<file path="src/rtl/ddr4_cmd_decoder_pkg.sv">
// ddr_cmd_pkg: command-vector bit positions, power-state encoding and the
// {ras_n, cas_n, we_n} opcode values shared by the command decoder.
package ddr_cmd_pkg;

  localparam int NCMD = 19;

  localparam int ACT_B  = 18;
  localparam int BST_B  = 17;
  localparam int CFG_B  = 16;
  localparam int CKEH_B = 15;
  localparam int CKEL_B = 14;
  localparam int DPD_B  = 13;
  localparam int DPDX_B = 12;
  localparam int MRR_B  = 11;
  localparam int MRW_B  = 10;
  localparam int PD_B   = 9;
  localparam int PDX_B  = 8;
  localparam int PR_B   = 7;
  localparam int PRA_B  = 6;
  localparam int RD_B   = 5;
  localparam int RDA_B  = 4;
  localparam int REF_B  = 3;
  localparam int SRF_B  = 2;
  localparam int WR_B   = 1;
  localparam int WRA_B  = 0;

  typedef enum logic [1:0] {
    PWR_ACTV = 2'd0,
    PWR_PDN  = 2'd1,
    PWR_SREF = 2'd2
  } pwr_state_e;

  // Follow-up command owed one cycle after a CKE edge pulse
  typedef enum logic [1:0] {
    FOL_NONE = 2'd0,
    FOL_PD   = 2'd1,
    FOL_PDX  = 2'd2
  } follow_e;

  localparam logic [2:0] OP_MRW   = 3'b000;
  localparam logic [2:0] OP_REF   = 3'b001;
  localparam logic [2:0] OP_PRE   = 3'b010;
  localparam logic [2:0] OP_NOP_A = 3'b011;
  localparam logic [2:0] OP_WR    = 3'b100;
  localparam logic [2:0] OP_RD    = 3'b101;
  localparam logic [2:0] OP_ZQ    = 3'b110;
  localparam logic [2:0] OP_NOP   = 3'b111;

  function automatic logic [NCMD-1:0] cmd_bit(input int idx);
    cmd_bit = {{(NCMD-1){1'b0}}, 1'b1} << idx;
  endfunction

endpackage

</file>
<file path="src/rtl/ddr4_cmd_decoder_if.sv">
// ddr4_cmd_decoder_if: DDR4 command/address pins plus the decoded command bus;
// master drives the pins, slave (the decoder) drives the decoded outputs.
interface ddr4_cmd_decoder_if #(
  parameter int ROWS = 131072,
  parameter int COLS = 1024,
  parameter int BGS  = 4,
  parameter int BPG  = 4
);
  localparam int RW  = $clog2(ROWS);
  localparam int CW  = $clog2(COLS);
  localparam int BGW = $clog2(BGS);
  localparam int BAW = $clog2(BPG);
  localparam int NB  = BGS * BPG;

  logic           cke;
  logic           cs_n;
  logic           act_n;
  logic           ras_n;
  logic           cas_n;
  logic           we_n;
  logic [BGW-1:0] bg;
  logic [BAW-1:0] ba;
  logic [13:0]    A;

  logic [18:0]    commands;
  logic [NB-1:0]  bank_sel;
  logic [RW-1:0]  row;
  logic [CW-1:0]  column;
  logic [1:0]     pwr_state;
  logic           err;

  modport master (
    output cke, cs_n, act_n, ras_n, cas_n, we_n, bg, ba, A,
    input  commands, bank_sel, row, column, pwr_state, err
  );

  modport slave (
    input  cke, cs_n, act_n, ras_n, cas_n, we_n, bg, ba, A,
    output commands, bank_sel, row, column, pwr_state, err
  );
endinterface

</file>
<file path="src/rtl/ddr4_cmd_decoder_bank_row_table.sv">
// bank_row_table: per-bank open flag and open row. ACT writes an entry, PR/RDA/WRA
// clear one flag, PRA clears all flags; reads are combinational on the bank index.
module bank_row_table #(
  parameter  int NB = 16,
  parameter  int RW = 17,
  localparam int BW = $clog2(NB)
) (
  input  logic          clk,
  input  logic          reset_n,
  input  logic [BW-1:0] idx,
  input  logic          wr_en,
  input  logic [RW-1:0] wr_row,
  input  logic          clr_one,
  input  logic          clr_all,
  output logic          rd_open,
  output logic [RW-1:0] rd_row,
  output logic          any_open
);

  logic [NB-1:0] open_r;
  logic [RW-1:0] row_r [NB];

  // Open flags: clear-all has priority, then ACT set, then single clear
  always_ff @(posedge clk or negedge reset_n) begin
    if (!reset_n) begin
      open_r <= {NB{1'b0}};
    end else if (clr_all) begin
      open_r <= {NB{1'b0}};
    end else if (wr_en) begin
      open_r[idx] <= 1'b1;
    end else if (clr_one) begin
      open_r[idx] <= 1'b0;
    end
  end

  // Row storage; a closed bank keeps its last opened row
  always_ff @(posedge clk or negedge reset_n) begin
    if (!reset_n) begin
      for (int i = 0; i < NB; i++) begin
        row_r[i] <= {RW{1'b0}};
      end
    end else if (wr_en) begin
      row_r[idx] <= wr_row;
    end
  end

  assign rd_open  = open_r[idx];
  assign rd_row   = row_r[idx];
  assign any_open = |open_r;

endmodule

</file>
<file path="src/rtl/ddr4_cmd_decoder.sv">
// ddr4_cmd_decoder: registers the DDR4 CA pins into a one-hot command vector, bank select,
// row/column and CKE power state. Define DDR_CMD_ERRCHK_EN for the sticky protocol err flag.
module ddr4_cmd_decoder
  import ddr_cmd_pkg::*;
#(
  parameter int ROWS = 131072,
  parameter int COLS = 1024,
  parameter int BGS  = 4,
  parameter int BPG  = 4
) (
  input  logic              clk,
  input  logic              reset_n,
  ddr4_cmd_decoder_if.slave bus
);

  localparam int RW = $clog2(ROWS);
  localparam int CW = $clog2(COLS);
  localparam int NB = BGS * BPG;
  localparam int BW = $clog2(NB);

  pwr_state_e      pwr_r, pwr_s;
  follow_e         follow_r, follow_s;
  logic            cke_prev_r;
  logic [NCMD-1:0] cmd_r, cmd_s;
  logic [NB-1:0]   bank_sel_r, bank_sel_s, onehot_s;
  logic [RW-1:0]   row_r, row_s, act_row_s, tbl_row_s;
  logic [CW-1:0]   column_r, column_s;
  logic            err_r, err_s;
  logic [BW-1:0]   bank_s;
  logic [2:0]      opcode_s;
  logic            rise_s, fall_s, srf_req_s, dec_en_s;
  logic            tbl_wr_s, tbl_clr_s, tbl_clr_all_s, tbl_open_s, any_open_s;
  logic            need_open_s, need_closed_s, need_idle_s;

  assign bank_s    = BW'(BPG * int'(bus.bg) + int'(bus.ba));
  assign opcode_s  = {bus.ras_n, bus.cas_n, bus.we_n};
  assign onehot_s  = {{(NB-1){1'b0}}, 1'b1} << bank_s;
  assign act_row_s = RW'({bus.ras_n, bus.cas_n, bus.we_n, bus.A});

  assign rise_s    = (pwr_r != PWR_ACTV) && !cke_prev_r && bus.cke;
  assign fall_s    = (pwr_r == PWR_ACTV) && cke_prev_r && !bus.cke;
  assign srf_req_s = !bus.cs_n && bus.act_n && (opcode_s == OP_REF);
  assign dec_en_s  = (pwr_r == PWR_ACTV) && cke_prev_r && bus.cke && !bus.cs_n;

  bank_row_table #(.NB(NB), .RW(RW)) u_tbl (
    .clk      (clk),
    .reset_n  (reset_n),
    .idx      (bank_s),
    .wr_en    (tbl_wr_s),
    .wr_row   (act_row_s),
    .clr_one  (tbl_clr_s),
    .clr_all  (tbl_clr_all_s),
    .rd_open  (tbl_open_s),
    .rd_row   (tbl_row_s),
    .any_open (any_open_s)
  );

  // Power FSM next state and command decode; CKE edges, then owed PD/PDX, then pins
  always_comb begin
    pwr_s         = pwr_r;
    follow_s      = FOL_NONE;
    cmd_s         = {NCMD{1'b0}};
    bank_sel_s    = {NB{1'b0}};
    row_s         = {RW{1'b0}};
    column_s      = {CW{1'b0}};
    tbl_wr_s      = 1'b0;
    tbl_clr_s     = 1'b0;
    tbl_clr_all_s = 1'b0;
    need_open_s   = 1'b0;
    need_closed_s = 1'b0;
    need_idle_s   = 1'b0;
    if (rise_s) begin
      cmd_s    = cmd_bit(CKEH_B);
      follow_s = FOL_PDX;
      pwr_s    = PWR_ACTV;
    end else if (fall_s && srf_req_s) begin
      cmd_s       = cmd_bit(SRF_B);
      bank_sel_s  = {NB{1'b1}};
      pwr_s       = PWR_SREF;
      need_idle_s = 1'b1;
    end else if (fall_s) begin
      cmd_s    = cmd_bit(CKEL_B);
      follow_s = FOL_PD;
      pwr_s    = PWR_PDN;
    end else if (follow_r == FOL_PD) begin
      cmd_s = cmd_bit(PD_B);
    end else if (follow_r == FOL_PDX) begin
      cmd_s = cmd_bit(PDX_B);
    end else if (dec_en_s && !bus.act_n) begin
      cmd_s         = cmd_bit(ACT_B);
      bank_sel_s    = onehot_s;
      row_s         = act_row_s;
      tbl_wr_s      = 1'b1;
      need_closed_s = 1'b1;
    end else if (dec_en_s) begin
      case (opcode_s)
        OP_MRW: cmd_s = cmd_bit(MRW_B);
        OP_REF: begin
          cmd_s       = cmd_bit(REF_B);
          bank_sel_s  = {NB{1'b1}};
          need_idle_s = 1'b1;
        end
        OP_PRE: begin
          if (bus.A[10]) begin
            cmd_s         = cmd_bit(PRA_B);
            bank_sel_s    = {NB{1'b1}};
            tbl_clr_all_s = 1'b1;
          end else begin
            cmd_s       = cmd_bit(PR_B);
            bank_sel_s  = onehot_s;
            tbl_clr_s   = 1'b1;
            need_open_s = 1'b1;
          end
        end
        OP_WR, OP_RD: begin
          if (opcode_s == OP_RD) begin
            cmd_s = bus.A[10] ? cmd_bit(RDA_B) : cmd_bit(RD_B);
          end else begin
            cmd_s = bus.A[10] ? cmd_bit(WRA_B) : cmd_bit(WR_B);
          end
          bank_sel_s  = onehot_s;
          row_s       = tbl_row_s;
          column_s    = bus.A[CW-1:0];
          tbl_clr_s   = bus.A[10];
          need_open_s = 1'b1;
        end
        OP_ZQ:   cmd_s = cmd_bit(CFG_B);
        default: cmd_s = {NCMD{1'b0}};
      endcase
    end else begin
      cmd_s = {NCMD{1'b0}};
    end
  end

`ifdef DDR_CMD_ERRCHK_EN
  logic op_is_cmd_s, viol_s;
  assign op_is_cmd_s = !bus.act_n || ((opcode_s != OP_NOP) && (opcode_s != OP_NOP_A));
  assign viol_s = (need_closed_s && tbl_open_s) || (need_open_s && !tbl_open_s) ||
                  (need_idle_s && any_open_s) ||
                  ((pwr_r != PWR_ACTV) && !bus.cs_n && op_is_cmd_s);
  assign err_s  = err_r || viol_s;
`else
  logic unused_chk_s;
  assign unused_chk_s = ^{need_open_s, need_closed_s, need_idle_s, tbl_open_s, any_open_s};
  assign err_s        = 1'b0;
`endif

  // Output and FSM state registers
  always_ff @(posedge clk or negedge reset_n) begin
    if (!reset_n) begin
      pwr_r      <= PWR_ACTV;
      follow_r   <= FOL_NONE;
      cke_prev_r <= 1'b0;
      cmd_r      <= {NCMD{1'b0}};
      bank_sel_r <= {NB{1'b0}};
      row_r      <= {RW{1'b0}};
      column_r   <= {CW{1'b0}};
      err_r      <= 1'b0;
    end else begin
      pwr_r      <= pwr_s;
      follow_r   <= follow_s;
      cke_prev_r <= bus.cke;
      cmd_r      <= cmd_s;
      bank_sel_r <= bank_sel_s;
      row_r      <= row_s;
      column_r   <= column_s;
      err_r      <= err_s;
    end
  end

  assign bus.commands  = cmd_r;
  assign bus.bank_sel  = bank_sel_r;
  assign bus.row       = row_r;
  assign bus.column    = column_r;
  assign bus.pwr_state = pwr_r;
  assign bus.err       = err_r;

endmodule

</file>
<file path="src/flat_wrapper.sv">
// flat-port wrapper written by rule: the top's interface ports become plain ports
module ddr4_cmd_decoder_flat import ddr_cmd_pkg::*;
#(
  parameter int ROWS = 131072,
  parameter int COLS = 1024,
  parameter int BGS  = 4,
  parameter int BPG  = 4
)
  (clk, reset_n, bus_cke, bus_cs_n, bus_act_n, bus_ras_n, bus_cas_n, bus_we_n, bus_bg, bus_ba, bus_A, bus_commands, bus_bank_sel, bus_row, bus_column, bus_pwr_state, bus_err);
  ddr4_cmd_decoder_if #(.ROWS(ROWS), .COLS(COLS), .BGS(BGS), .BPG(BPG)) bus_i ();
  input  logic clk;
  input  logic reset_n;
  input wire logic [$bits(bus_i.cke)-1:0] bus_cke;
  input wire logic [$bits(bus_i.cs_n)-1:0] bus_cs_n;
  input wire logic [$bits(bus_i.act_n)-1:0] bus_act_n;
  input wire logic [$bits(bus_i.ras_n)-1:0] bus_ras_n;
  input wire logic [$bits(bus_i.cas_n)-1:0] bus_cas_n;
  input wire logic [$bits(bus_i.we_n)-1:0] bus_we_n;
  input wire logic [$bits(bus_i.bg)-1:0] bus_bg;
  input wire logic [$bits(bus_i.ba)-1:0] bus_ba;
  input wire logic [$bits(bus_i.A)-1:0] bus_A;
  output wire logic [$bits(bus_i.commands)-1:0] bus_commands;
  output wire logic [$bits(bus_i.bank_sel)-1:0] bus_bank_sel;
  output wire logic [$bits(bus_i.row)-1:0] bus_row;
  output wire logic [$bits(bus_i.column)-1:0] bus_column;
  output wire logic [$bits(bus_i.pwr_state)-1:0] bus_pwr_state;
  output wire logic [$bits(bus_i.err)-1:0] bus_err;
  assign bus_i.cke = bus_cke;
  assign bus_i.cs_n = bus_cs_n;
  assign bus_i.act_n = bus_act_n;
  assign bus_i.ras_n = bus_ras_n;
  assign bus_i.cas_n = bus_cas_n;
  assign bus_i.we_n = bus_we_n;
  assign bus_i.bg = bus_bg;
  assign bus_i.ba = bus_ba;
  assign bus_i.A = bus_A;
  assign bus_commands = bus_i.commands;
  assign bus_bank_sel = bus_i.bank_sel;
  assign bus_row = bus_i.row;
  assign bus_column = bus_i.column;
  assign bus_pwr_state = bus_i.pwr_state;
  assign bus_err = bus_i.err;
  ddr4_cmd_decoder #(.ROWS(ROWS), .COLS(COLS), .BGS(BGS), .BPG(BPG)) u_core (.clk(clk), .reset_n(reset_n), .bus(bus_i));
endmodule
</file>
<file path="config.mk">
export PLATFORM = sky130hd
export DESIGN_NAME = ddr4_cmd_decoder_flat
export DESIGN_NICKNAME = d
export VERILOG_FILES = /design/src/rtl/ddr4_cmd_decoder_pkg.sv /design/src/rtl/ddr4_cmd_decoder_if.sv /design/src/rtl/ddr4_cmd_decoder_bank_row_table.sv /design/src/rtl/ddr4_cmd_decoder.sv /design/src/flat_wrapper.sv
export SDC_FILE = /design/constraint.sdc
export NUM_CORES = 1
export LEC_CHECK = 0
export BUFFER_PORTS_ARGS = -buffer_cell sky130_fd_sc_hd__clkbuf_2
export CORE_MARGIN = 1.5
export CORE_UTILIZATION = 50
export CTS_CLUSTER_SIZE = 12
export DETAILED_ROUTE_END_ITERATION = 10
export HOLD_SLACK_MARGIN = 0.08
export PLACE_DENSITY = 0.68
export SLEW_MARGIN = 5
export SYNTH_ARGS = -nofsm -noshare
export SYNTH_HDL_FRONTEND = slang
export SYNTH_SLANG_ARGS = --single-unit
</file>
<file path="constraint.sdc">
create_clock -name clk -period 3.75 [get_ports clk]
set_input_delay 0.1875 -clock clk [delete_from_list [all_inputs] [get_ports clk]]
set_output_delay 0.1875 -clock clk [all_outputs]
set_load 0.05 [all_outputs]
</file>
Word level (Yosys, flattened, before mapping)
Index checks and enable logic that the tools add are counted.
{"block": "totals", "regBits": 339, "in_bits": 26, "out_inout_bits": 65, "elab_cells": 110}
{"block": "op_classes", "add_sub_neg": 1, "magnitude_cmp": 2, "n_eq_ne": 7, "shift": 1, "n_mux": 55, "n_bitwise": 1, "n_reduce_logical": 20}
{"cell": "272-bit bitwise mux", "n": 1}
{"cell": "17-bit two-way mux", "n": 11}
{"cell": "19-bit two-way mux", "n": 8}
{"cell": "16-bit two-way mux", "n": 8}
{"cell": "19-bit one-hot mux with 5 select lines", "n": 1}
{"cell": "10-bit two-way mux", "n": 8}
{"cell": "17-bit binary-select mux with 4-bit select", "n": 1}
{"cell": "17-bit demux with 4-bit select", "n": 1}
{"cell": "16-bit one-hot mux with 3 select lines", "n": 1}
{"cell": "1-bit by 4-bit left shift with 16-bit output, first input constant", "n": 1}
{"cell": "2-bit two-way mux", "n": 6}
{"cell": "1-bit logical AND", "n": 11}
{"cell": "3-bit == test, second input constant", "n": 3}
{"cell": "8-bit two-way mux", "n": 1}
{"cell": "1-bit two-way mux", "n": 7}
{"cell": "6-bit two-way mux", "n": 1}
{"cell": "5-bit >= comparator, second input constant", "n": 1}
{"cell": "5-bit by 1-bit less-than comparator with 1-bit output, second input constant", "n": 1}
{"cell": "4-bit inverter with 5-bit output", "n": 1}
{"cell": "4-bit by 2-bit adder with 4-bit output", "n": 1}
{"cell": "1-bit zero test", "n": 4}
{"cell": "3-bit by 1-bit == test with 1-bit output, second input constant", "n": 1}
{"cell": "3-bit by 2-bit == test with 1-bit output, second input constant", "n": 1}
{"cell": "3-bit zero test", "n": 1}
{"cell": "other kinds (6)", "n": 6}

Depth between registers and ports, before layout
Gate-level depths: netlist of run 1.
{"block": "logic_depth", "depth_word": 13, "depth_mapped": 7, "mapped_depth_nobuf": 4}

By module
From an unflattened synthesis of run 1, not the netlist that was laid out.
{"block": "unflattened", "cells_unflattened": 1046, "area_unflattened_um2": 15680.0}
{"module": "bank_row_table", "instances": 1, "cells_each": 839, "area_per_inst_um2": 13220.2, "seq_area_each_um2": 7206.9}
{"module": "ddr4_cmd_decoder", "instances": 1, "cells_each": 207, "area_per_inst_um2": 2459.9, "seq_area_each_um2": 1526.5}

Least setup slack after synthesis of run 1
Ideal clock, no wire load.
{"block": "synth_path", "kind": "reg2reg", "startpoint": "register u_core.pwr_r[1], in the netlist u_core.bus.pwr_state[1]", "endpoint": "register u_core.u_tbl.row_r[74] in the netlist's numbering", "setup_time_ps": 125, "arrival_ps": 2021, "required_time_ps": 3625, "setup_slack_ps": 1604, "stages_incl_launch_ff": 6, "n_path_buf": 1, "period_less_slack_ps": 2146, "path_cell_list": "dfrtp_1 > nor3_4 > nand4_4 > nor2_4 > buf_6 > mux2_2"}
{"block": "synth_via", "elab_chain_cells": 11, "elab_cells_between_ends": 16, "classes_between": "6 x mux; 10 x reduce/logical"}
{"element": "start, declared", "line": "ddr4_cmd_decoder.sv:21", "text": "pwr_state_e pwr_r, pwr_s;"}
{"element": "start signal, assigned", "line": "ddr4_cmd_decoder.sv:160", "text": "pwr_r <= pwr_s;"}
{"element": "2-bit zero test", "line": "ddr4_cmd_decoder.sv:41, ddr4_cmd_decoder.sv:43"}
{"element": "1-bit logical AND", "line": "ddr4_cmd_decoder.sv:41, ddr4_cmd_decoder.sv:43"}
{"element": "1-bit logical AND (2 in a row)", "line": "ddr4_cmd_decoder.sv:43", "text": "assign dec_en_s = (pwr_r == PWR_ACTV) && cke_prev_r && bus.cke && !bus.cs_n;"}
{"element": "1-bit logical AND", "line": "ddr4_cmd_decoder.sv:89", "text": "end else if (dec_en_s && !bus.act_n) begin"}
{"element": "1-bit two-way mux", "line": "ddr4_cmd_decoder.sv:89"}
{"element": "1-bit two-way mux (4 in a row)"}
{"element": "1-bit two-way mux *"}
{"element": "end signal, assigned by index", "line": "ddr4_cmd_decoder_bank_row_table.sv:40", "text": "row_r[i] <= {RW{1'b0}};"}
{"element": "end signal, assigned by index", "line": "ddr4_cmd_decoder_bank_row_table.sv:43", "text": "row_r[idx] <= wr_row;"}
{"element": "end, declared", "line": "ddr4_cmd_decoder_bank_row_table.sv:21", "text": "logic [RW-1:0] row_r [NB];"}
Mark *: on every way between the ends. The rest lies on a longest branch, timed or not.
A chain may end at the register's enable or synchronous reset.

Worst setup path in the final report of run 1
{"block": "layout_path", "startpoint": "input bus_cs_n", "endpoint": "register u_core.row_r[5], in the netlist u_core.bus.row[5]"}
{"block": "layout_via", "elab_chain_cells": 9, "elab_cells_between_ends": 13, "classes_between": "7 x mux; 6 x reduce/logical"}
{"element": "start, declared", "line": "flat_wrapper.sv:14", "text": "input wire logic [$bits(bus_i.cs_n)-1:0] bus_cs_n;"}
{"element": "1-bit zero test *", "line": "ddr4_cmd_decoder.sv:42, ddr4_cmd_decoder.sv:43"}
{"element": "1-bit logical AND", "line": "ddr4_cmd_decoder.sv:43"}
{"element": "17-bit two-way mux / 1-bit logical AND (equally long branches)", "line": "ddr4_cmd_decoder.sv:95, ddr4_cmd_decoder.sv:89"}
{"element": "17-bit two-way mux", "line": "ddr4_cmd_decoder.sv:89"}
{"element": "17-bit two-way mux", "line": "ddr4_cmd_decoder.sv:87", "text": "end else if (follow_r == FOL_PDX) begin"}
{"element": "17-bit two-way mux", "line": "ddr4_cmd_decoder.sv:85", "text": "end else if (follow_r == FOL_PD) begin"}
{"element": "17-bit two-way mux", "line": "ddr4_cmd_decoder.sv:81", "text": "end else if (fall_s) begin"}
{"element": "17-bit two-way mux *", "line": "ddr4_cmd_decoder.sv:76", "text": "end else if (fall_s && srf_req_s) begin"}
{"element": "17-bit two-way mux *", "line": "ddr4_cmd_decoder.sv:72", "text": "if (rise_s) begin"}
{"element": "net u_core.row_s[5]", "line": "ddr4_cmd_decoder.sv:26", "text": "logic [RW-1:0] row_r, row_s, act_row_s, tbl_row_s;"}
{"element": "end signal, assigned", "line": "ddr4_cmd_decoder.sv:156", "text": "row_r <= {RW{1'b0}};"}
{"element": "end signal, assigned", "line": "ddr4_cmd_decoder.sv:165", "text": "row_r <= row_s;"}
{"element": "end, declared", "line": "ddr4_cmd_decoder.sv:26"}
Mark *: on every way through the listed nets, which the timed path passes. The rest lies on a longest branch.

==> results_dict.tcl, run 1 <==
set metrics [dict create \
    setup_viol 0 \
    synth-simple-area-share 0.0613 \
    final_cell_mix "333 x dfrtp_1, 261 x mux2_2, 82 x clkbuf_2, 68 x mux4_2, 37 x clkbuf_16" \
    coreArea_um2 28900 \
    postCtsHoldBufs 4 \
    endpoint_kind "flop" \
    cap_violations 0 \
    clk_latency_ns 0.51 \
    post_cts_buffers 0 \
    ys_warn_count 0 \
    vias 8502 \
    cts.sinks 333 \
    htreeDepth 2 \
    slowest_delay_ns 1.07 \
    cts_tree "yes" \
    drc_errors 0 \
    p_per_area_nw_per_um2 479 \
    finalHoldViolCount 0 \
    ir_worst_vdd_uv 255 \
    wire_per_inst_um 22.9 \
    finalSetupTns_ns 0 \
    start_util 0.512 \
    worstPathRequired_ns 4.19 \
    fillCellCount 2270 \
    cp_data_arrival_time_ns 3.10 \
    die_y_um 175 \
    synth_xor_area_frac 0.00169 \
    dr.pass1.iters 5 \
    clock-skew-final_ns 0.0112 \
    synth_top_area_share 0.563 \
    yosys.area_share.adder 0 \
    mostFrequentLayoutCell "dfrtp_1" \
    track_usage 0.223 \
    die-area_um2 30600 \
    relSlewSlack 0.110 \
    crit_fanout 18 \
    fin_cells 1437 \
    syn_avg_cell_area_um2 15.3 \
    grt_max_degree 103 \
    cts_root_buf "clkbuf_16" \
    yosysSeqAreaShare 0.563 \
    synth_area_leader_cell "dfrtp_1" \
    synth-seq-cells 333 \
    ys_types 41 \
    grt_pass1_vias 8799 \
    regToRegEndpoint "u_core.bus.row[5]" \
    gr-total-overflow 0 \
    r2r_slack_ns 1.14 \
    rsz0062_at_grt "false" \
    clockBufferDepth 3 \
    critical-path-slowest-cell "nor2_2" \
    synthTopCellsByArea "dfrtp_1 56%, mux2_2 20%, mux4_2 10%, nor2_4 1.2%, nand3_1 1.1%" \
    place_congestion 0.805 \
    drive_gt1_frac 0.481 \
    period_minus_slack_ns 2.66 \
    numCtsBuffers 36 \
    synth_mux_area_frac 0.310 \
    syn_to_final_growth_pct 11.8 \
    utilization 0.572 \
    power_leakage_nw 7.95 \
    cp-start-kind "input port" \
    timing.fmax_mhz 376 \
    r2r_start "u_core.cke_prev_r" \
    netlist_area_um2 14800 \
    antennaDiodeCount 0 \
    antenna_found_initial 0 \
    slew_viol_final 0 \
    wirelength_um 32900 \
    synth_top_family_by_area "multiplexers" \
    cts.clk_slew.worst_paths_ns 0.06 \
    status "completed" \
    row_count 62 \
    hp-class "input port to flop" \
    ctsResizeCount 0 \
    min_path_cells 2 \
    worstMarginPinSlew_ns 1.33 \
    path_cells "dlygate4sd3_1 > clkbuf_2 > and3b_1 > nand3_2 > nor2_2 > a22o_1" \
    synthCells 966 \
    period_share 0.710 \
    io_buffer_count 85 \
    r2r_cells 4 \
    num_io_pins 91 \
    viasPerCell 5.92 \
    crit_type "input port to flop" \
    grt_pass1_wl_um 52700 \
    nets 1056 \
    dpl.hpwl_um 19700 \
    drtIter0Drc 662 \
    min-delay-start "bus_A[7]" \
    ant_nets 0 \
    die_w_um 175 \
    hold_end "u_core.bus.column[7]" \
    dp.cells 1372 \
    synth_compound_area_frac 0.0324 \
]
-- cell type report --
class	instances	area, um^2	share of cell area
Timing Repair Buffer	101	596	0.0360
Clock inverter	3	42.5	0.00257
Multi-Input combinational cell	556	6030	0.364
Sequential cell	333	8330	0.503
Tap cell	384	480	0.0290
Clock buffer	58	1060	0.0643
Inverter	2	7.51	0.000453
-- metal layers --
metal,GRT usage,up-vias,wire length (um)
met2,0.347,232,15200
li1,-,3670,-
met1,0.327,4558,15300
met4,0.0534,0,575
met5,0,-,0
met3,0.0413,42,1830
-- cells by family (layout without fill, tap and decap cells) --
logic type / after synthesis / after routing
mux: 340 / 340
xor+xnor: 2 / 2
simple gates: 139 / 139
other cells: 1 / 5
compound gates: 70 / 70
buf+inv: 81 / 164
flops: 333 / 333
-- Yosys cell counts --
cell      count
xnor2_2       1
and3_1        2
nor2_2        2
nand2b_1      9
mux2_1       11
nand3b_2      2
a21oi_1      11
or3_1         1
nand3_2       2
a21o_1        2
a32oi_1       2
and3b_1       2
conb_1        1
buf_6        12
nand3_1      34
a22oi_1      21
xor2_1        1
nor4_1        2
mux4_2       68
nor2b_1       2
inv_2         1
nand3b_1      2
nor3_1        5
dfrtp_1     333
buf_2        20
inv_1         1
buf_4        11
clkbuf_1     32
nand3_4       3
o21ai_0      17
nor3b_1       4
nand2_1      22
and2_1       10
nand4_4       1
mux2_2      261
nor3_4        2
a22o_1       17
nor2_1       15
nor2_4       16
buf_1         4
nand2_2       1
-- power by group --
part	switching (mW)	total, mW	internal, mW
clock network	1.36	3.36	2.00
logic	0.395	0.689	0.294
registers	0.0961	3.88	3.79
-- worst max path at each step --
| stage | from | end | slack [ns] |
|---|---|---|---|
| floorplan | u_core.bus.pwr_state[1] | u_core.u_tbl.row_r[74] | 1.60 |
| global placement | bus_cs_n | u_core.bus.row[14] | 1.19 |
| detailed placement | u_core.cke_prev_r | u_core.bus.row[4] | 1.18 |
| CTS | bus_cs_n | u_core.bus.row[3] | 1.15 |
| global route | u_core.bus.commands[15] | u_core.bus.row[14] | 1.03 |
| finish | bus_cs_n | u_core.bus.row[5] | 1.09 |
-- stage by stage --
| stage | power, mW | setup WS [ns] | cell area, um^2 | hold slack (ns) |
|---|---|---|---|---|
| 2_1_floorplan | 4.40 | 1.60 | 14800 | -0.108 |
| 3_3_place_gp | 4.62 | 1.19 | 15400 | 0.276 |
| 3_5_place_dp | 4.63 | 1.18 | 15400 | 0.284 |
| 4_1_cts | 8.01 | 1.15 | 16600 | 0.152 |
| 5_1_grt | 8.23 | 1.03 | 16600 | 0.201 |
| 6_report | 7.93 | 1.09 | 16600 | 0.179 |
-- registers in the layout, summed over array words and instances, names as in the netlist --
name and count:
u_core.bus.commands 14, u_core.cke_prev_r 1, u_core.follow_r 1, u_core.bus.column 10, u_core.bus.pwr_state 2, u_core.bus.bank_sel 16, u_core.u_tbl.row_r 272, u_core.bus.row 17
-- critical path: cells and delay by family --
family	cells	cell delay [ns]
compound gates	1	0.31
buf+inv	2	0.66
simple gates	3	1.92
Power figures use the tool's default switching activity.
==> run 2, diff against run 1 <==
--- a/config.mk
+++ b/config.mk
@@ -11,7 +11,7 @@
 export CTS_CLUSTER_SIZE = 12
 export DETAILED_ROUTE_END_ITERATION = 10
 export HOLD_SLACK_MARGIN = 0.08
-export PLACE_DENSITY = 0.68
+export PLACE_DENSITY = 0.7
 export SLEW_MARGIN = 5
 export SYNTH_ARGS = -nofsm -noshare
 export SYNTH_HDL_FRONTEND = slang
==> constraint.sdc (replaced) <==
create_clock -name clk -period 2.41 [get_ports clk]
set_input_delay 0.1205 -clock clk [delete_from_list [all_inputs] [get_ports clk]]
set_output_delay 0.1205 -clock clk [all_outputs]
set_load 0.05 [all_outputs]
==> results_dict.tcl, run 2 (synthesis results as in run 1) <==
set metrics [dict create \
    wire_per_inst_um 23.6 \
    die_w_um 175 \
    cp_top_family "simple AND/OR/NAND/NOR gates" \
    ant_nets 0 \
    coreArea_um2 28900 \
    start_util 0.512 \
    cap_violations 0 \
    grt_pass1_wl_um 56100 \
    hp-class "input port to flop" \
    antennaDiodeCount 0 \
    cp-start-kind "flop" \
    crit_fanout 17 \
    r2r_cells 5 \
    cts.sinks 333 \
    cp_data_arrival_time_ns 2.56 \
    clk_latency_ns 0.51 \
    critical_path_depth 5 \
    cts_root_buf "clkbuf_16" \
    numCtsBuffers 36 \
    clock-skew-final_ns 0.0144 \
    viasPerCell 5.92 \
    io_buffer_count 85 \
    finalSetupTns_ns 0 \
    drtIter0Drc 624 \
    period_share 0.898 \
    power_leakage_nw 8.19 \
    crit_type "flop to flop" \
    r2r_start "u_core.bus.pwr_state[1]" \
    critical-path-slowest-cell "nor3_4" \
    htreeDepth 2 \
    vias 8707 \
    grt_max_degree 91 \
    wirelength_um 34800 \
    finalHoldViolCount 0 \
    die-area_um2 30600 \
    slew_viol_final 0 \
    period_minus_slack_ns 2.16 \
    antenna_found_initial 0 \
    num_io_pins 91 \
    fin_hold_ws_ns 0.108 \
    timing.fmax_mhz 462 \
    clockBufferDepth 3 \
    final_cell_mix "333 x dfrtp_1, 261 x mux2_2, 82 x clkbuf_2, 68 x mux4_2, 37 x clkbuf_16" \
    gr-total-overflow 0 \
    endpoint_kind "flop" \
    place_congestion 0.831 \
    die_y_um 175 \
    rsz0062_at_grt "false" \
    largest_register_ffs 272 \
    grt_pass1_vias 9443 \
    path_cells "nor3_4 > nand4_4 > nor2_4 > buf_4 > mux2_2" \
    setup_viol 0 \
    dpl.hpwl_um 21700 \
    drc_errors 0 \
    relSlewSlack 0.485 \
    drive_gt1_frac 0.500 \
    min_path_cells 2 \
    nets 1094 \
    row_count 62 \
    cp-startpoint "u_core.bus.pwr_state[1]" \
    min-delay-start "bus_A[9]" \
    track_usage 0.239 \
    p_per_area_nw_per_um2 717 \
    cts.clk_slew.worst_paths_ns 0.06 \
    dr.pass1.iters 5 \
    cts_tree "yes" \
    mostFrequentLayoutCell "dfrtp_1" \
    crit_buf_inv 1 \
    syn_to_final_growth_pct 14.7 \
    status "completed" \
    ir_worst_vdd_uv 471 \
    slowest_delay_ns 0.48 \
    worstPathRequired_ns 2.80 \
    worstMarginPinSlew_ns 0.772 \
    fillCellCount 2232 \
    regMostFlops "u_core.u_tbl.row_r" \
    post_cts_buffers 0 \
]
[run 2: cell types whose count changed in the layout (fill, tap and decap cells not counted)]
cell,delta
inv_8,+1
bufinv_16,-1
dlygate4sd3_1,+1
inv_6,+2
buf_4,+21
clkinv_2,+4
buf_12,+16
clkinvlp_4,-1
clkbuf_8,-4
clkbuf_1,-4
[run 2: per-layer routing]
metal / wire length (um) / share of wire / vias to the layer above / GRT usage
li1: - / - / 3732 / -
met1: 15400 / 0.44 / 4652 / 0.337
met2: 16900 / 0.49 / 269 / 0.391
met3: 1660 / 0.048 / 54 / 0.0348
met4: 771 / 0.022 / 0 / 0.0641
met5: 0 / 0 / - / 0
[run 2: final cells by class]
class / instances / area (um^2) / area share
inverter: 2 / 7.51 / 0.000442
clock inverter: 8 / 53.8 / 0.00317
clock buffer: 50 / 995 / 0.0586
sequential: 333 / 8330 / 0.491
timing repair buffer: 139 / 1080 / 0.0638
tap: 384 / 480 / 0.0283
multi-input combinational: 556 / 6030 / 0.355
[run 2: where the power goes]
part           switching (mW)  total, mW  internal, mW
Sequential              0.153       6.04          5.89
Combinational           0.625       1.11         0.485
Clock                    2.14       5.03          2.88
Total                    2.92       12.2          9.26
[run 2: final timing paths]
kind	to	slack, ns
worst max-delay path	u_core.u_tbl.row_r[83]	0.25
worst min-delay path	u_core.u_tbl.row_r[77]	0.11
worst max register to register	u_core.u_tbl.row_r[83]	0.25
worst min register to register	u_core.u_tbl.row_r[77]	0.48
max in group asynchronous	u_core.bus.bank_sel[12]	1.38
min in group asynchronous	u_core.u_tbl.row_r[68]	0.23
[run 2: through the flow]
step | total power, mW | utilization | setup WS (ns) | cells | area, um^2
final | 12.2 | 0.587 | 0.247 | 1472 | 17000
after global routing | 12.6 | 0.587 | 0.175 | 1472 | 17000
after CTS | 12.3 | 0.587 | 0.254 | 1472 | 17000
after detailed placement | 7.25 | 0.549 | 0.157 | 1409 | 15900
after global placement | 7.21 | 0.549 | 0.149 | 1409 | 15900
after floorplan | 6.84 | - | 0.264 | 970 | 14800
[run 2: what timing repair did]
item,4_1_cts,5_1_grt
hold buffers,5,0
endpoints found under the hold margin,88,0
gates resized for setup,0,0
==> run 3, diff against run 2 <==
--- a/config.mk
+++ b/config.mk
@@ -6,6 +6,7 @@
 export NUM_CORES = 1
 export LEC_CHECK = 0
 export BUFFER_PORTS_ARGS = -buffer_cell sky130_fd_sc_hd__clkbuf_2
+export CORE_ASPECT_RATIO = 2
 export CORE_MARGIN = 1.5
 export CORE_UTILIZATION = 50
 export CTS_CLUSTER_SIZE = 12
@@ -15,4 +16,5 @@
 export SLEW_MARGIN = 5
 export SYNTH_ARGS = -nofsm -noshare
 export SYNTH_HDL_FRONTEND = slang
+export SYNTH_HIERARCHICAL = 1
 export SYNTH_SLANG_ARGS = --single-unit
==> results_dict.tcl, run 3 <==
set metrics [dict create \
    cts_root_buf "clkbuf_16" \
    regMostFlops "u_core/u_tbl/row_r" \
    r2r_slack_ns -0.02 \
    r2r_cells 8 \
    period_minus_slack_ns 2.43 \
    track_usage 0.245 \
    synthCells 963 \
    start_util 0.505 \
    num_io_pins 91 \
    worst_slack_ns -0.0173 \
    cap_violations 0 \
    clk_latency_ns 0.58 \
    crit_type "flop to flop" \
    setup_viol 7 \
    critical-path-slowest-cell "or3b_4" \
    die-area_um2 30800 \
    wirelength_um 37000 \
    dr.pass1.iters 5 \
    rsz0062_at_grt "true" \
    drtIter0Drc 487 \
    antenna_found_initial 0 \
    cts_tree "yes" \
    ant_nets 0 \
    row_count 89 \
    violations "negative setup slack" \
    cts.sinks 333 \
    cp-start-kind "flop" \
    cts.clk_slew.worst_paths_ns 0.06 \
    worstPathRequired_ns 2.86 \
    clock-skew-final_ns 0.0157 \
    slowest_delay_ns 0.41 \
    ir_worst_vdd_uv 494 \
    place_congestion 0.827 \
    die_y_um 247 \
    endpoint_kind "flop" \
    finalHoldViolCount 0 \
    io_buffer_count 85 \
    clockBufferDepth 3 \
    hp-class "input port to async pin" \
    wire_per_inst_um 25.1 \
    timing.fmax_mhz 412 \
    antennaDiodeCount 0 \
    power_leakage_nw 8.58 \
    dpl.hpwl_um 23700 \
    vias 8784 \
    ys_warn_count 6 \
    gr-total-overflow 0 \
    regToRegEndpoint "u_core/u_tbl/row_r[172]" \
    syn_avg_cell_area_um2 15.4 \
    p_per_area_nw_per_um2 652 \
    largest_register_ffs 272 \
    grt_max_degree 71 \
    cp_data_arrival_time_ns 2.88 \
    netlist_area_um2 14800 \
    worstMarginPinSlew_ns 1.12 \
    numCtsBuffers 31 \
    die_w_um 125 \
    power_mw 11.5 \
    drive_gt1_frac 0.514 \
    crit_fanout 7 \
    drc_errors 0 \
    grt_pass1_vias 9582 \
    r2r_start "u_core/bus.pwr_state[1]" \
    mostFrequentLayoutCell "dfrtp_1" \
    status "finished with violations" \
    relSlewSlack 0.248 \
    final_cell_mix "331 x dfrtp_1, 190 x mux2_2, 82 x clkbuf_2, 76 x mux2_4, 68 x mux4_2" \
    syn_to_final_growth_pct 18.4 \
    viasPerCell 5.97 \
    grt_pass1_wl_um 57500 \
    path_cells "or3b_4 > nor3_4 > nor2b_4 > nand3b_4 > buf_12 > nor2_4 > clkbuf_16 > mux2_2" \
    period_share 1.01 \
    fin_cells 1471 \
    htreeDepth 1 \
    coreArea_um2 29400 \
    nets 1130 \
    slew_viol_final 0 \
    dp.cells 1408 \
]
run 3: report_power, final:
| group | total, mW | leakage, nW | switching (mW) | internal [mW] |
|---|---|---|---|---|
| Clock | 4.28 | 0.397 | 1.97 | 2.30 |
| Combinational | 1.20 | 3.58 | 0.670 | 0.528 |
| Sequential | 5.99 | 4.61 | 0.137 | 5.85 |
| Total | 11.5 | 8.58 | 2.78 | 8.68 |
run 3: metrics by stage:
step / area (um^2) / setup TNS (ns) / setup WS (ns) / hold WS, ns / util
2_1_floorplan: 15200 / -59.00 / -0.352 / -0.175 / -
3_3_place_gp: 16400 / -0.267 / -0.0199 / 0.123 / 0.559
3_5_place_dp: 16400 / -2.54 / -0.0675 / 0.131 / 0.559
4_1_cts: 17400 / 0 / 0.0395 / 0.0953 / 0.594
5_1_grt: 17600 / -1.46 / -0.0552 / 0.103 / 0.598
6_report: 17600 / -0.0529 / -0.0173 / 0.0977 / 0.598
run 3: critical path: cells and delay by family (launching register included):
kind	cells	cell delay [ns]
buffers and inverters	2	0.39
flip-flops	1	0.40
multiplexers	1	0.33
AND/OR/NAND/NOR	5	1.17
run 3: layout make-up:
class,count,area [um^2]
tap,364,455
fill,2201,11800
sequential,333,8340
clock inverter,1,8.76
inverter,2,8.76
clock buffer,35,801
timing repair buffer,183,1600
multi-input combinational,553,6370
run 3: metal layers:
| layer | up-vias | GRT usage | share of wire |
|---|---|---|---|
| met5 | - | 0 | 0 |
| met4 | 0 | 0.110 | 0.033 |
| met3 | 74 | 0.0227 | 0.028 |
| met2 | 234 | 0.460 | 0.57 |
| met1 | 4687 | 0.284 | 0.37 |
| li1 | 3789 | - | - |
run 3: how the worst max path moves through the flow:
stage                             from                       to
2_1_floorplan  u_core/bus.pwr_state[1]  u_core/u_tbl/row_r[100]
3_3_place_gp   u_core/bus.pwr_state[1]    u_core/u_tbl/row_r[7]
3_5_place_dp   u_core/bus.pwr_state[1]   u_core/u_tbl/row_r[44]
4_1_cts        u_core/bus.pwr_state[1]  u_core/u_tbl/row_r[155]
5_1_grt        u_core/bus.pwr_state[0]  u_core/u_tbl/row_r[172]
6_report       u_core/bus.pwr_state[1]  u_core/u_tbl/row_r[172]
run 3: what timing repair did:
| item | 4_1_cts | 5_1_grt |
|---|---|---|
| pin swaps | 2 | 5 |
| setup buffers | 0 | 4 |
| gates cloned | 0 | 2 |
| endpoints found under the hold margin | 360 | 0 |
| endpoints found under the setup margin | 73 | 19 |
| hold buffers | 21 | 0 |
| resized for setup | 1 | 6 |
